==> src/rtl/iomem_gpio_pkg.sv <==
// Shared definitions for the iomem GPIO peripheral: bus width, register
// offsets (word index = iomem_addr[4:2]), polarity encoding and a byte-lane
// helper used by every RW register.
package iomem_gpio_pkg;

  localparam int BUS_W = 32;

  // Register word offsets
  localparam logic [2:0] GPIO_OUT      = 3'd0;
  localparam logic [2:0] GPIO_OE       = 3'd1;
  localparam logic [2:0] GPIO_IN       = 3'd2;
  localparam logic [2:0] GPIO_IRQ_EN   = 3'd3;
  localparam logic [2:0] GPIO_IRQ_STAT = 3'd4;
  localparam logic [2:0] GPIO_IRQ_POL  = 3'd5;
  localparam logic [2:0] GPIO_OUT_SET  = 3'd6;
  localparam logic [2:0] GPIO_OUT_CLR  = 3'd7;

  // IRQ_POL bit encoding
  localparam logic POL_FALL = 1'b0;
  localparam logic POL_RISE = 1'b1;

  // Expand the four byte strobes into a 32-bit bit mask.
  function automatic logic [BUS_W-1:0] lane_mask(input logic [3:0] wstrb);
    return {{8{wstrb[3]}}, {8{wstrb[2]}}, {8{wstrb[1]}}, {8{wstrb[0]}}};
  endfunction

endpackage

==> src/rtl/iomem_gpio_if.sv <==
// PicoSoC iomem bus bundle. The SoC side is the master; peripherals
// answer through the slave modport.
interface iomem_gpio_if;
  import iomem_gpio_pkg::*;

  logic             valid;
  logic             ready;
  logic [3:0]       wstrb;
  logic [BUS_W-1:0] addr;
  logic [BUS_W-1:0] wdata;
  logic [BUS_W-1:0] rdata;

  modport master (
    output valid,
    output wstrb,
    output addr,
    output wdata,
    input  ready,
    input  rdata
  );

  modport slave (
    input  valid,
    input  wstrb,
    input  addr,
    input  wdata,
    output ready,
    output rdata
  );

endinterface

==> src/rtl/iomem_gpio_sync.sv <==
// Single-bit multi-flop synchroniser for an asynchronous pad input.
// The top instantiates one of these per pin as an instance array.
module iomem_gpio_sync #(
  parameter int STAGES = 2
) (
  input  logic clk,
  input  logic reset,
  input  logic d,
  output logic q
);

  logic [STAGES-1:0] chain;

  // Shift the pad value through the flop chain; the last flop is the
  // first one safe to use in the clock domain.
  always_ff @(posedge clk or posedge reset) begin
    if (reset) begin
      chain <= '0;
    end else begin
      chain <= {chain[STAGES-2:0], d};
    end
  end

  assign q = chain[STAGES-1];

endmodule

==> src/rtl/iomem_gpio.sv <==
// GPIO peripheral on the PicoSoC iomem bus: output/enable registers with
// atomic set/clear aliases, synchronised inputs, per-pin edge interrupts
// with a sticky write-one-to-clear status and one registered IRQ line.
module iomem_gpio
  import iomem_gpio_pkg::*;
#(
  parameter int         NUM_PINS    = 32,
  parameter logic [7:0] BASE_ADDR   = 8'h03,
  parameter int         SYNC_STAGES = 2
) (
  input  logic                clk,
  input  logic                reset,
  iomem_gpio_if.slave         bus,
  input  logic [NUM_PINS-1:0] gpio_in,
  output logic [NUM_PINS-1:0] gpio_out,
  output logic [NUM_PINS-1:0] gpio_oe,
  output logic                irq
);

  logic [NUM_PINS-1:0] irq_en;
  logic [NUM_PINS-1:0] irq_stat;
  logic [NUM_PINS-1:0] irq_pol;
  logic [NUM_PINS-1:0] sync;
  logic [NUM_PINS-1:0] prev;
  logic [NUM_PINS-1:0] rise;
  logic [NUM_PINS-1:0] fall;
  logic [NUM_PINS-1:0] edge_hit;
  logic [NUM_PINS-1:0] stat_clr;

  logic                hit;
  logic                wr;
  logic [2:0]          sel;
  logic [BUS_W-1:0]    wmask;
  logic [BUS_W-1:0]    wbits;
  logic [NUM_PINS-1:0] pin_mask;
  logic [NUM_PINS-1:0] pin_bits;
  logic [NUM_PINS-1:0] rd_pins;
  logic [BUS_W-1:0]    rd_word;

  // Address bits outside the decode/select fields, and data bits above
  // NUM_PINS, are deliberately ignored.
  logic                unused_bits;
  assign unused_bits = ^{bus.addr[23:5], bus.addr[1:0], wbits};

  // Byte-lane merge for the plain RW registers.
  function automatic logic [NUM_PINS-1:0] merge(input logic [NUM_PINS-1:0] old,
                                                input logic [NUM_PINS-1:0] mask,
                                                input logic [NUM_PINS-1:0] bits);
    return (old & ~mask) | bits;
  endfunction

  // A new request is only taken while no acknowledge is outstanding, so a
  // held valid is re-accepted at most every second cycle.
  assign hit      = bus.valid && !bus.ready && (bus.addr[31:24] == BASE_ADDR);
  assign wr       = hit && (bus.wstrb != 4'b0000);
  assign sel      = bus.addr[4:2];
  assign wmask    = lane_mask(bus.wstrb);
  assign wbits    = bus.wdata & wmask;
  assign pin_mask = wmask[NUM_PINS-1:0];
  assign pin_bits = wbits[NUM_PINS-1:0];
  assign stat_clr = (wr && (sel == GPIO_IRQ_STAT)) ? pin_bits : '0;

  iomem_gpio_sync #(
    .STAGES (SYNC_STAGES)
  ) u_sync [NUM_PINS-1:0] (
    .clk   (clk),
    .reset (reset),
    .d     (gpio_in),
    .q     (sync)
  );

  // Edge detection always compares the synchronised value with its own
  // delayed copy, so changing IRQ_POL alone can never fabricate an edge.
  always_comb begin
    rise     = sync & ~prev;
    fall     = ~sync & prev;
    edge_hit = '0;
    for (int i = 0; i < NUM_PINS; i++) begin
      edge_hit[i] = (irq_pol[i] == POL_RISE) ? rise[i] : fall[i];
    end
  end

  // Read mux over the pre-write register values; unused upper bits read 0.
  always_comb begin
    rd_pins = '0;
    case (sel)
      GPIO_OUT:      rd_pins = gpio_out;
      GPIO_OE:       rd_pins = gpio_oe;
      GPIO_IN:       rd_pins = sync;
      GPIO_IRQ_EN:   rd_pins = irq_en;
      GPIO_IRQ_STAT: rd_pins = irq_stat;
      GPIO_IRQ_POL:  rd_pins = irq_pol;
      default:       rd_pins = '0;
    endcase
    rd_word                = '0;
    rd_word[NUM_PINS-1:0]  = rd_pins;
  end

  // Bus acknowledge: one-cycle ready with read data registered alongside.
  always_ff @(posedge clk or posedge reset) begin
    if (reset) begin
      bus.ready <= 1'b0;
      bus.rdata <= '0;
    end else begin
      bus.ready <= hit;
      bus.rdata <= hit ? rd_word : '0;
    end
  end

  // Software-writable registers, including the OUT set/clear aliases.
  always_ff @(posedge clk or posedge reset) begin
    if (reset) begin
      gpio_out <= '0;
      gpio_oe  <= '0;
      irq_en   <= '0;
      irq_pol  <= '0;
    end else if (wr) begin
      case (sel)
        GPIO_OUT:     gpio_out <= merge(gpio_out, pin_mask, pin_bits);
        GPIO_OE:      gpio_oe  <= merge(gpio_oe,  pin_mask, pin_bits);
        GPIO_IRQ_EN:  irq_en   <= merge(irq_en,   pin_mask, pin_bits);
        GPIO_IRQ_POL: irq_pol  <= merge(irq_pol,  pin_mask, pin_bits);
        GPIO_OUT_SET: gpio_out <= gpio_out | pin_bits;
        GPIO_OUT_CLR: gpio_out <= gpio_out & ~pin_bits;
        default:      ;
      endcase
    end
  end

  // Sticky status (a new edge beats a same-cycle clear) and the IRQ line,
  // which follows status/enable one cycle later.
  always_ff @(posedge clk or posedge reset) begin
    if (reset) begin
      prev     <= '0;
      irq_stat <= '0;
      irq      <= 1'b0;
    end else begin
      prev     <= sync;
      irq_stat <= (irq_stat & ~stat_clr) | edge_hit;
      irq      <= |(irq_stat & irq_en);
    end
  end

endmodule
==> src/flat_wrapper.sv <==
// flat-port wrapper written by rule: the top's interface ports become plain ports
module iomem_gpio_flat import iomem_gpio_pkg::*;
#(
  parameter int         NUM_PINS    = 32,
  parameter logic [7:0] BASE_ADDR   = 8'h03,
  parameter int         SYNC_STAGES = 2
)
  (clk, reset, gpio_in, gpio_out, gpio_oe, irq, bus_valid, bus_wstrb, bus_addr, bus_wdata, bus_ready, bus_rdata);
  iomem_gpio_if bus_i ();
  input  logic clk;
  input  logic reset;
  input  logic [NUM_PINS-1:0] gpio_in;
  output logic [NUM_PINS-1:0] gpio_out;
  output logic [NUM_PINS-1:0] gpio_oe;
  output logic irq;
  input wire logic [$bits(bus_i.valid)-1:0] bus_valid;
  input wire logic [$bits(bus_i.wstrb)-1:0] bus_wstrb;
  input wire logic [$bits(bus_i.addr)-1:0] bus_addr;
  input wire logic [$bits(bus_i.wdata)-1:0] bus_wdata;
  output wire logic [$bits(bus_i.ready)-1:0] bus_ready;
  output wire logic [$bits(bus_i.rdata)-1:0] bus_rdata;
  assign bus_i.valid = bus_valid;
  assign bus_i.wstrb = bus_wstrb;
  assign bus_i.addr = bus_addr;
  assign bus_i.wdata = bus_wdata;
  assign bus_ready = bus_i.ready;
  assign bus_rdata = bus_i.rdata;
  iomem_gpio #(.NUM_PINS(NUM_PINS), .BASE_ADDR(BASE_ADDR), .SYNC_STAGES(SYNC_STAGES)) u_core (.clk(clk), .reset(reset), .bus(bus_i), .gpio_in(gpio_in), .gpio_out(gpio_out), .gpio_oe(gpio_oe), .irq(irq));
endmodule
==> config.mk <==
export PLATFORM = sky130hd
export DESIGN_NAME = iomem_gpio_flat
export DESIGN_NICKNAME = d
export VERILOG_FILES = /design/src/rtl/iomem_gpio_pkg.sv /design/src/rtl/iomem_gpio_if.sv /design/src/rtl/iomem_gpio_sync.sv /design/src/rtl/iomem_gpio.sv /design/src/flat_wrapper.sv
export SDC_FILE = /design/constraint.sdc
export NUM_CORES = 1
export LEC_CHECK = 0
export BUFFER_PORTS_ARGS = -buffer_cell sky130_fd_sc_hd__buf_2
export CORE_MARGIN = 2
export CORE_UTILIZATION = 30
export DETAILED_ROUTE_END_ITERATION = 12
export PLACE_DENSITY_LB_ADDON = 0.08
export SETUP_SLACK_MARGIN = 0.1
export SLEW_MARGIN = 25
export SYNTH_ARGS = -nofsm -noshare
export SYNTH_HDL_FRONTEND = slang
export SYNTH_SLANG_ARGS = --single-unit
==> constraint.sdc <==
create_clock -name clk -period 8.2 [get_ports clk]
set_input_delay 0.41 -clock clk [delete_from_list [all_inputs] [get_ports clk]]
set_output_delay 0.41 -clock clk [all_outputs]
set_load 0.02 [all_outputs]
Word-level counts from Yosys, hierarchy flattened
Index checks and enable logic that the tools add are counted.
{ "totals": {"latchBits": 0, "elab_cells": 119, "out_inout_bits": 98, "mem_count": 0, "input_bits": 103, "rom_bits": 0, "reg_bits": 290, "mem_bits_rw": 0} }
{ "classes": {"shift": 0, "n_bitwise": 21, "addsub": 0, "mul": 0, "eq_ne": 8, "n_mux": 36, "div_mod_pow": 0, "n_reduce_logical": 13, "magnitude_cmp": 0} }
{ "ops": {"columns": ["op", "n"], "rows": [
  ["$and 32x32->32", 10],
  ["$or 32x32->32", 6],
  ["$pmux 32 s6", 1],
  ["$not 32->32", 5],
  ["$pmux 32 s3", 1],
  ["$mux 32", 2],
  ["$mux 1", 32],
  ["$reduce_or 32->1", 1],
  ["$eq 3x3->1 const B", 4],
  ["$eq 8x2->1 const B", 1],
  ["$reduce_and 2->1", 4],
  ["$eq 3x2->1 const B", 2],
  ["$logic_and 1x1->1", 4],
  ["$reduce_bool 4->1", 1],
  ["$eq 3x1->1 const B", 1],
  ["$logic_not 3->1", 1],
  ["$reduce_bool 3->1", 1],
  ["$logic_not 1->1", 1]
]} }

Logic depth before layout (Yosys ltp)
Gate-level depths: netlist of run 1.
{ "depth": {"depth_word": 9, "mapped_depth": 7, "mapped_depth_nobuf": 5} }

Cells and area by module
Synthesis of run 1 repeated with hierarchy kept, for this count alone.
{ "hier_totals": {"cells_unflattened": 1050, "area_unflattened_um2": 12403.1} }
{ "modules_own_cells": {"columns": ["module", "cells_per_inst", "area_per_inst_um2", "seq_area_each_um2", "instances"], "rows": [
  ["iomem_gpio", 954, 10681.5, 5655.4, 1],
  ["iomem_gpio_sync", 3, 53.8, 50.0, 32]
]} }

Least setup slack after synthesis of run 1
OpenSTA, ideal clock, no wires.
{ "synth_path": {"path_type": "input port to flip-flop", "from": "input bus_addr[27]", "to": "register with a tool-made name", "cell_stages": 4, "t_arrival_ns": 1.810, "slack_ns": 6.265, "path_buffers": 0, "required_time_ns": 8.075, "setup_time_ns": 0.125, "path_cell_list": "nor4_4 > nand3_4 > nor4b_4 > mux2_2"} }
{ "synth_lines": {"columns": ["item", "line", "source"], "rows": [
  ["start: declaration", "flat_wrapper.sv:18", "input wire logic [$bits(bus_i.addr)-1:0] bus_addr;"]
]} }

==> results of run 1 <==
-- logic make-up after synthesis --
logic type             Yosys count
buffers and inverters           64
AOI/OAI and AO/OA              219
DFF                            290
and+or+nand+nor                210
muxes                          161
-- worst register-to-register path, delay by kind of cell, from the launching register on --
kind / cells / cell delay (ps)
simple gates: 3 / 1600
buf+inv: 1 / 550
mux: 1 / 460
flops: 1 / 370
-- what timing repair did --
action | in CTS | in global routing
hold endpoints to repair | 57 | 0
buffers inserted | 0 | 0
hold buffers | 33 | 0
-- path summary, 6_finish.rpt --
path                       cells past startpoint                    endpoint  slack, ps                  startpoint
max in group asynchronous                      4  asynchronous set/reset pin       6430                       reset
min in group asynchronous                      3          u_core.irq_stat[5]        510                       reset
min reg2reg                                    0  u_core.u_sync[20].chain[1]        340  u_core.u_sync[20].chain[0]
max                                            5                        flop       5050                 bus_addr[2]
max reg2reg                                    5                        flop       5110            u_core.bus.ready
min                                            3          u_core.gpio_out[0]        170                bus_wdata[0]
-- layer usage --
metal	up-vias	part of all wire, %	GRT usage [%]
met4	0	1.6	5.48
met1	4602	47	27.5
li1	3969	-	-
met3	42	4.4	2.95
met5	-	0	0
met2	226	47	30.3
-- area by class of cell --
| cell class | instances | area, sq um |
|---|---|---|
| Fill cell | 4044 | 25300 |
| Sequential cell | 290 | 7260 |
| Multi-Input combinational cell | 590 | 4770 |
| Timing Repair Buffer | 226 | 1360 |
| Clock buffer | 50 | 1020 |
| Tap cell | 532 | 666 |
| Clock inverter | 9 | 123 |
| Inverter | 3 | 15.0 |
| Antenna cell | 1 | 2.50 |
-- report_power, final --
group          switching (mW)  internal (mW)  total (mW)
logic                   0.134         0.0780       0.211
clock network           0.613          0.959        1.57
registers              0.0195           1.46        1.48
-- layout by cell type (no fill, tap or decap), types with 32 or more instances in the layout --
cell           count
a22oi_1           63
buf_2            178
clkbuf_16         37
dfrtp_1          290
dlygate4sd3_1     33
mux2_2           142
nand2_1           53
nand3_1           32
nor2_1            37
o21ai_0           67
==> metrics.txt, run 1 <==
outcome finished clean; # resized after CTS 0; Total Power 3.26 mW; I/O pins 201; CP Capture Type flop; max cap viols 0; synthesized net count 1047; drt drc 0; layout overhead on the synthesized area 24.1%; worst path bufs/invs 2; distinct cell type count after synthesis 38; post-synthesis sequential area ratio 59.2%; Yosys warnings 0; Hold Slack 174 ps; GPL Wtd Cong 0.765; post-route setup slack 5050 ps; first-pass GRT wire length 59900 microns; clock sinks 290; Final setup viols 0; cts bufs inserted 34; compound-gate portion of the synthesized area 12.7%; die width 206 microns; slowest CP cell nor2b_4; die height 206 microns; fraction of layout cells with a size suffix above 1 38.5%; CTS Buffer Depth 3; ys flop type dfrtp_1; Yosys top cell by area dfrtp_1; Cells after DPL 1607; Clk Latency, worst-skew pair 540 ps; kind of critical path input pin to flop; DP Area 13700 sq um; top cells by area, synth dfrtp_1, mux2_2, a22oi_1; DR pass1 iterations 5; most used cell, CP buf_4; pin count of the biggest net entering global routing 73; clk_skew 11.8 ps; fin cells 1701; Critical Path RT 8620 ps; Tmin final 3150 ps; CP cell instances buf_4, buf_4, nor2b_4, nand4_2, mux2_2; worst slew pin tran 1020 ps; setup TNS 0 ps; routed vias/inst 5.20; DP Worst Slack 4460 ps; routed len/inst 23.7 microns; vias post-DR 8839; Fin. Hold Viols 0; Commonest cells post-synth dfrtp_1, mux2_2, o21ai_0; Final Max Tran Viols 0; critical path's largest stage delay 900 ps; Synth Area in Simple Gates 10.6%; Worst-path clk slew 60 ps; CTS tree done; adder-cell share of the synthesized area 0%; hold crit path type input pin to flop; largest family of logic cells by synthesized area multiplexers; Final Cycle Share 38.4%; Core Util, Final 37.5%; Max Clk Rate 0.317 GHz; port bufs 179; clk root buf clkbuf_16; WL final 40400 microns; total track usage 19.2%; pwr dens 215 nW/um^2; Yosys reg bits 290; vias in the first global route 8921; Initial Util 30.2%; Synth Cell Area 12300 sq um; Mapped Avg Cell Area 13.0 sq um; post-DP HPWL 25600 microns; Rows 74; gr ovfl total 0; Starting DRT DRC Count 564; Leakage Power 6.93 nW; mux contribution to synthesized area 15.4%; maximum VDD drop 0.107 mV; post-synthesis cell count 944; nets@finish 1248; design area 15200 sq um; top-area cell type share of the netlist area 59.2%; cell with the most instances after synthesis dfrtp_1; asr flop ratio synth 100%; Post-synth EDFFs 0; initial antenna violation count 1; startpoint types input pin; Die Area 42500 sq um; crit path max fanout 69; WP data arrival 3570 ps; XOR/XNOR Fraction of Synth Area 0%; Max transition margin 31.7%; H-tree lvl count 2; Core ar. 40600 sq um; crit-path leading delay family simple AND/OR/NAND/NOR gates; antenna viol nets, final 0; unrepaired setup endpoints after global routing no
(Power assumes the default switching activity.)
==> run 2: changes to the inputs <==
Clock period 8.2 ns to 2.8 ns, I/O delays scaled along.
==> run 2 against run 1 <==
  * Global-route usage grew 0.076 points
  * Worst setup slack lost 4600 ps
  * Clock power grew to 3.1 times the previous value
  * Non-clock buffer count grew 67
  * Sequential cell count is the same
  * Register-to-register slack lost 4600 ps
  * First-iteration DRC count grew 15%
  * Sequential power grew to 2.9 times the previous value
==> metrics.txt, run 2 (synthesis results as in run 1) <==
vias post-DR 9148; fraction of layout cells with a size suffix above 1 39.4%; Clk Latency, worst-skew pair 540 ps; Die Area 42500 sq um; Max Clk Rate 0.431 GHz; Critical Path RT 3220 ps; most frequent cells in the layout dfrtp_1, buf_2, mux2_2; port bufs 179; startpoint types flop; Max transition margin 27.0%; pin count of the biggest net entering global routing 59; unrepaired setup endpoints after global routing no; critical path's largest stage delay 430 ps; # resized after CTS 0; Fin. Hold Viols 0; routed vias/inst 5.16; post-DP HPWL 27400 microns; Initial Util 30.2%; vias in the first global route 9257; CTS Buffer Depth 3; maximum VDD drop 0.352 mV; Final Max Tran Viols 0; DR pass1 iterations 5; CP Capture Type flop; first-pass GRT wire length 60600 microns; die height 206 microns; clk root buf clkbuf_16; nets@finish 1317; Final setup viols 0; Rows 74; die width 206 microns; slowest CP cell nand3_1; total track usage 19.3%; fin cells 1772; Starting DRT DRC Count 646; GPL Wtd Cong 0.761; Tmin final 2320 ps; hold crit path type input pin to flop; Antenna diodes 0; clock sinks 290; initial antenna violation count 0; gr ovfl total 0; max cap viols 0; crit path max fanout 11; drt drc 0; outcome finished clean; worst slew pin tran 1090 ps; Leakage Power 7.31 nW; CTS tree done; Core Util, Final 39.3%; clk_skew 14.3 ps; layout overhead on the synthesized area 30.0%; CP cell instances and4b_1, nand3_4, inv_2, nand3_1, mux2_2; routed len/inst 22.9 microns; Total Power 9.83 mW; I/O pins 201; Core ar. 40600 sq um; pwr dens 617 nW/um^2; cts bufs inserted 36; Final Cycle Share 82.8%; WP data arrival 2740 ps; H-tree lvl count 2; Worst-path clk slew 60 ps; WL final 40600 microns; Cells after DPL 1643; most common cell after layout, fill and taps aside dfrtp_1; antenna viol nets, final 0; kind of critical path flop to flop
run 2: cell count changes in the layout (fill, tap and decap cells not counted), moves of 2 or more:
cell           before  now
buf_4              13   42
nor2_1             37   39
buf_12              0    8
clkbuf_8            5   12
dlygate4sd3_1      33   65
nor2_2              2    0
run 2: cell type report:
cell class / instances / area, sq um
fillers: 3947 / 24600
flip-flops and latches: 290 / 7260
multi-input cells: 590 / 4750
repair buffers: 293 / 2020
clock buffers: 56 / 1120
well taps: 532 / 666
clock inverters: 8 / 115
inverters: 3 / 15.0
run 2: per-layer routing:
layer / up-vias / global-route usage, % / share of wire (%)
met2: 286 / 30.8 / 47
li1: 4106 / - / -
met4: 0 / 5.79 / 2.1
met5: - / 0 / 0
met3: 60 / 3.15 / 5.3
met1: 4696 / 27.0 / 46
run 2: power by group:
group,internal (mW),leakage [nW],switching [mW]
clock network,3.01,0.612,1.80
registers,4.28,3.66,0.0567
logic,0.289,3.04,0.402
total,7.57,7.31,2.26
run 2: path summary, 6_finish.rpt:
kind                       slack (ps)  cells after the start                  startpoint                          to
max in group asynchronous        1640                      5                       reset  u_core.u_sync[26].chain[1]
max reg2reg                       480                      5            u_core.bus.ready                        flop
min                               130                      4                bus_addr[28]        u_core.bus.rdata[31]
min in group asynchronous         250                      3                       reset   u_core.u_sync[1].chain[0]
max                               480                      5            u_core.bus.ready                        flop
min reg2reg                       340                      0  u_core.u_sync[19].chain[0]  u_core.u_sync[19].chain[1]
run 2: critical path, delay by kind of cell (launching register included):
family	cells	cell delay, ps
flops	1	360
mux	1	410
simple gates	3	1080
buf+inv	1	330
run 2: per-stage QoR:
step	hold WS (ps)	setup slack [ps]	cell area, sq um	TNS [ps]
2_1_floorplan	171	-1190	12300	-344280
3_3_place_gp	248	445	14100	0
3_5_place_dp	249	388	14100	0
4_1_cts	109	390	15900	0
5_1_grt	135	295	15900	0
6_report	126	482	15900	0
run 2: timing repair:
action                                 4_1_cts  5_1_grt
hold buffers                                65        0
endpoints found under the hold margin      208        0
buffers inserted                             0        0
==> run 3: changes to the inputs <==
Settings changed: ABC_AREA set to 1.
Clock period 2.8 ns to 2.33 ns, I/O delays scaled along.
==> run 3 against run 2 <==
  * Wire length increased by 17%
  * First-iteration DRC count increased by 30%
  * Critical path depth increased by 1
  * Via count increased by 37%
  * Combinational power increased by 21%
  * Fmax increased by 27%
  * Final cell count increased by 48%
  * Worst setup slack improved by 29 ps
  * Count of clock-buffer cells in the layout decreased by 3
  * Utilization decreased by 0.25 points
  * Clock skew increased by 1.1 ps
  * Largest cell class unchanged
  * Highest routed layer unchanged
==> metrics.txt, run 3 <==
outcome finished clean; switching power share of the total 23.7%; Comb pwr share 6.8%; design area 17300 sq um; most common cell after layout, fill and taps aside nand2_1; Leakage Power 9.32 nW; nets@finish 2099; top-area cell type share of the netlist area 53.6%; Net Sw Power 2.90 mW; pin count of the biggest net entering global routing 100; post-cts hold buffer count 65; vias in the first global route 12300; Hold Slack 60.9 ps; Post-synth EDFFs 0; die width 216 microns; Max Clk Rate 0.550 GHz; layout overhead on the synthesized area 28.1%; vias post-DR 12500; Tmin final 1820 ps; clk root buf clkbuf_16; post-route setup slack 511 ps; Yosys reg bits 290; Mapped Avg Cell Area 7.79 sq um; Starting DRT DRC Count 842; crit path max fanout 13; antenna viol nets, final 0; fraction of layout cells with a size suffix above 1 16.2%; Clk Latency, worst-skew pair 550 ps; Core ar. 44400 sq um; Synth Cell Area 13500 sq um; H-tree lvl count 2; Critical Path RT 2790 ps; Antenna diodes 0; post-synthesis cell count 1738; CTS Buffer Depth 3; Rows 77; maximum VDD drop 0.450 mV; Die Area 46800 sq um; synthesized net count 1841; Max transition margin 50.3%; hold crit path type input pin to asynchronous set/reset pin; worst slew pin tran 745 ps; Initial Util 30.5%; DR pass1 iterations 5; unrepaired setup endpoints after global routing no; routed vias/inst 4.79; top cells by area, synth dfrtp_1, nand2_1, nand3_1; DP Worst Slack 394 ps; pwr dens 706 nW/um^2; cell count of the worst reg-to-reg path 6; ys flop type dfrtp_1; CTS tree done; routed len/inst 18.2 microns; asr flop ratio synth 100%; gr ovfl total 0; Final Max Tran Viols 0; Fin. Hold Viols 0; DP Area 15400 sq um; kind of critical path flop to flop; clk_skew 15.3 ps; Total Power 12.3 mW; Setup Fix Bufs, Post-CTS 0; clock sinks 290; post-synthesis sequential area ratio 53.6%; clock share of power 50.7%; Commonest cells post-synth nand2_1, dfrtp_1, nand3_1; most frequent cells in the layout nand2_1, dfrtp_1, nand3_1; startpoint types flop; WP data arrival 2280 ps; initial antenna violation count 3; first-pass GRT wire length 73400 microns; Yosys warnings 0; post-DP HPWL 30900 microns; Final Cycle Share 78.1%; GPL Wtd Cong 0.766; Yosys top cell by area dfrtp_1; distinct cell type count after synthesis 24; Final setup viols 0; Flop pwr share 42.5%; total track usage 20.4%; port bufs 179; cts bufs inserted 37; WL final 47500 microns; max cap viols 0; Worst-path clk slew 60 ps; Core Util, Final 39.1%; I/O pins 201; fillers 4623; cell with the most instances after synthesis nand2_1; Pint 9.35 mW; CP Capture Type flop; # resized after CTS 0; drt drc 0; die height 216 microns
## run 3: logic make-up after synthesis
group | synth area share, %
AO/OA/AOI/OAI | 2.99
flip-flops | 53.6
buffers and inverters | 7.15
AND/OR/NAND/NOR | 36.3
## run 3: power groups by stage
stage | Combinational [mW] | Sequential (mW) | Clock, mW
after floorplan | 0.403 | 5.29 | 0
after global placement | 0.762 | 5.29 | 0
after detailed placement | 0.764 | 5.29 | 0
after CTS | 0.851 | 5.20 | 6.39
after global routing | 0.933 | 5.21 | 6.57
final | 0.834 | 5.20 | 6.21
## run 3: per-stage QoR
step / std cells / setup TNS, ps
floorplan: 1738 / -473770
global placement: 2484 / 0
detailed placement: 2484 / 0
CTS: 2614 / 0
global route: 2614 / 0
finish: 2614 / 0
## run 3: metal layers
| layer | GRT usage [%] | part of all wire [%] | wire length [microns] | up-vias |
|---|---|---|---|---|
| met1 | 28.6 | 47 | 22100 | 6039 |
| met4 | 6.07 | 2.2 | 1050 | 0 |
| met5 | 0 | 0 | 0 | - |
| li1 | - | - | - | 6074 |
| met2 | 32.7 | 46 | 21900 | 343 |
| met3 | 3.10 | 5.1 | 2430 | 70 |
## run 3: path summary, 6_finish.rpt
| kind | startpoint | endpoint | slack [ps] |
|---|---|---|---|
| setup / recovery | u_core.bus.ready | u_core.bus.rdata[27] | 510 |
| hold / removal | reset | u_core.u_sync[3].chain[1] | 60 |
| setup reg to reg | u_core.bus.ready | u_core.bus.rdata[27] | 510 |
| hold reg to reg | u_core.u_sync[9].chain[0] | u_core.u_sync[9].chain[1] | 340 |
| max in group asynchronous | reset | asynchronous set/reset pin | 1410 |
| min in group clk | bus_addr[26] | u_core.bus.ready | 160 |
## run 3: area by class of cell
| class | count | area, sq um | area share, % |
|---|---|---|---|
| Sequential cell | 290 | 7260 | 41.8 |
| Multi-Input combinational cell | 1212 | 5310 | 30.6 |
| Timing Repair Buffer | 302 | 2140 | 12.4 |
| Clock buffer | 53 | 1100 | 6.33 |
| Tap cell | 592 | 741 | 4.27 |
| Inverter | 153 | 578 | 3.33 |
| Clock inverter | 12 | 214 | 1.23 |
## run 3: critical path, stage by stage, from the launching register on
cell and delay, ps:
dfrtp_1 380, nor2_2 190, nand3_1 140, nor2_4 180, inv_1 330, buf_4 350
a21oi_1 140
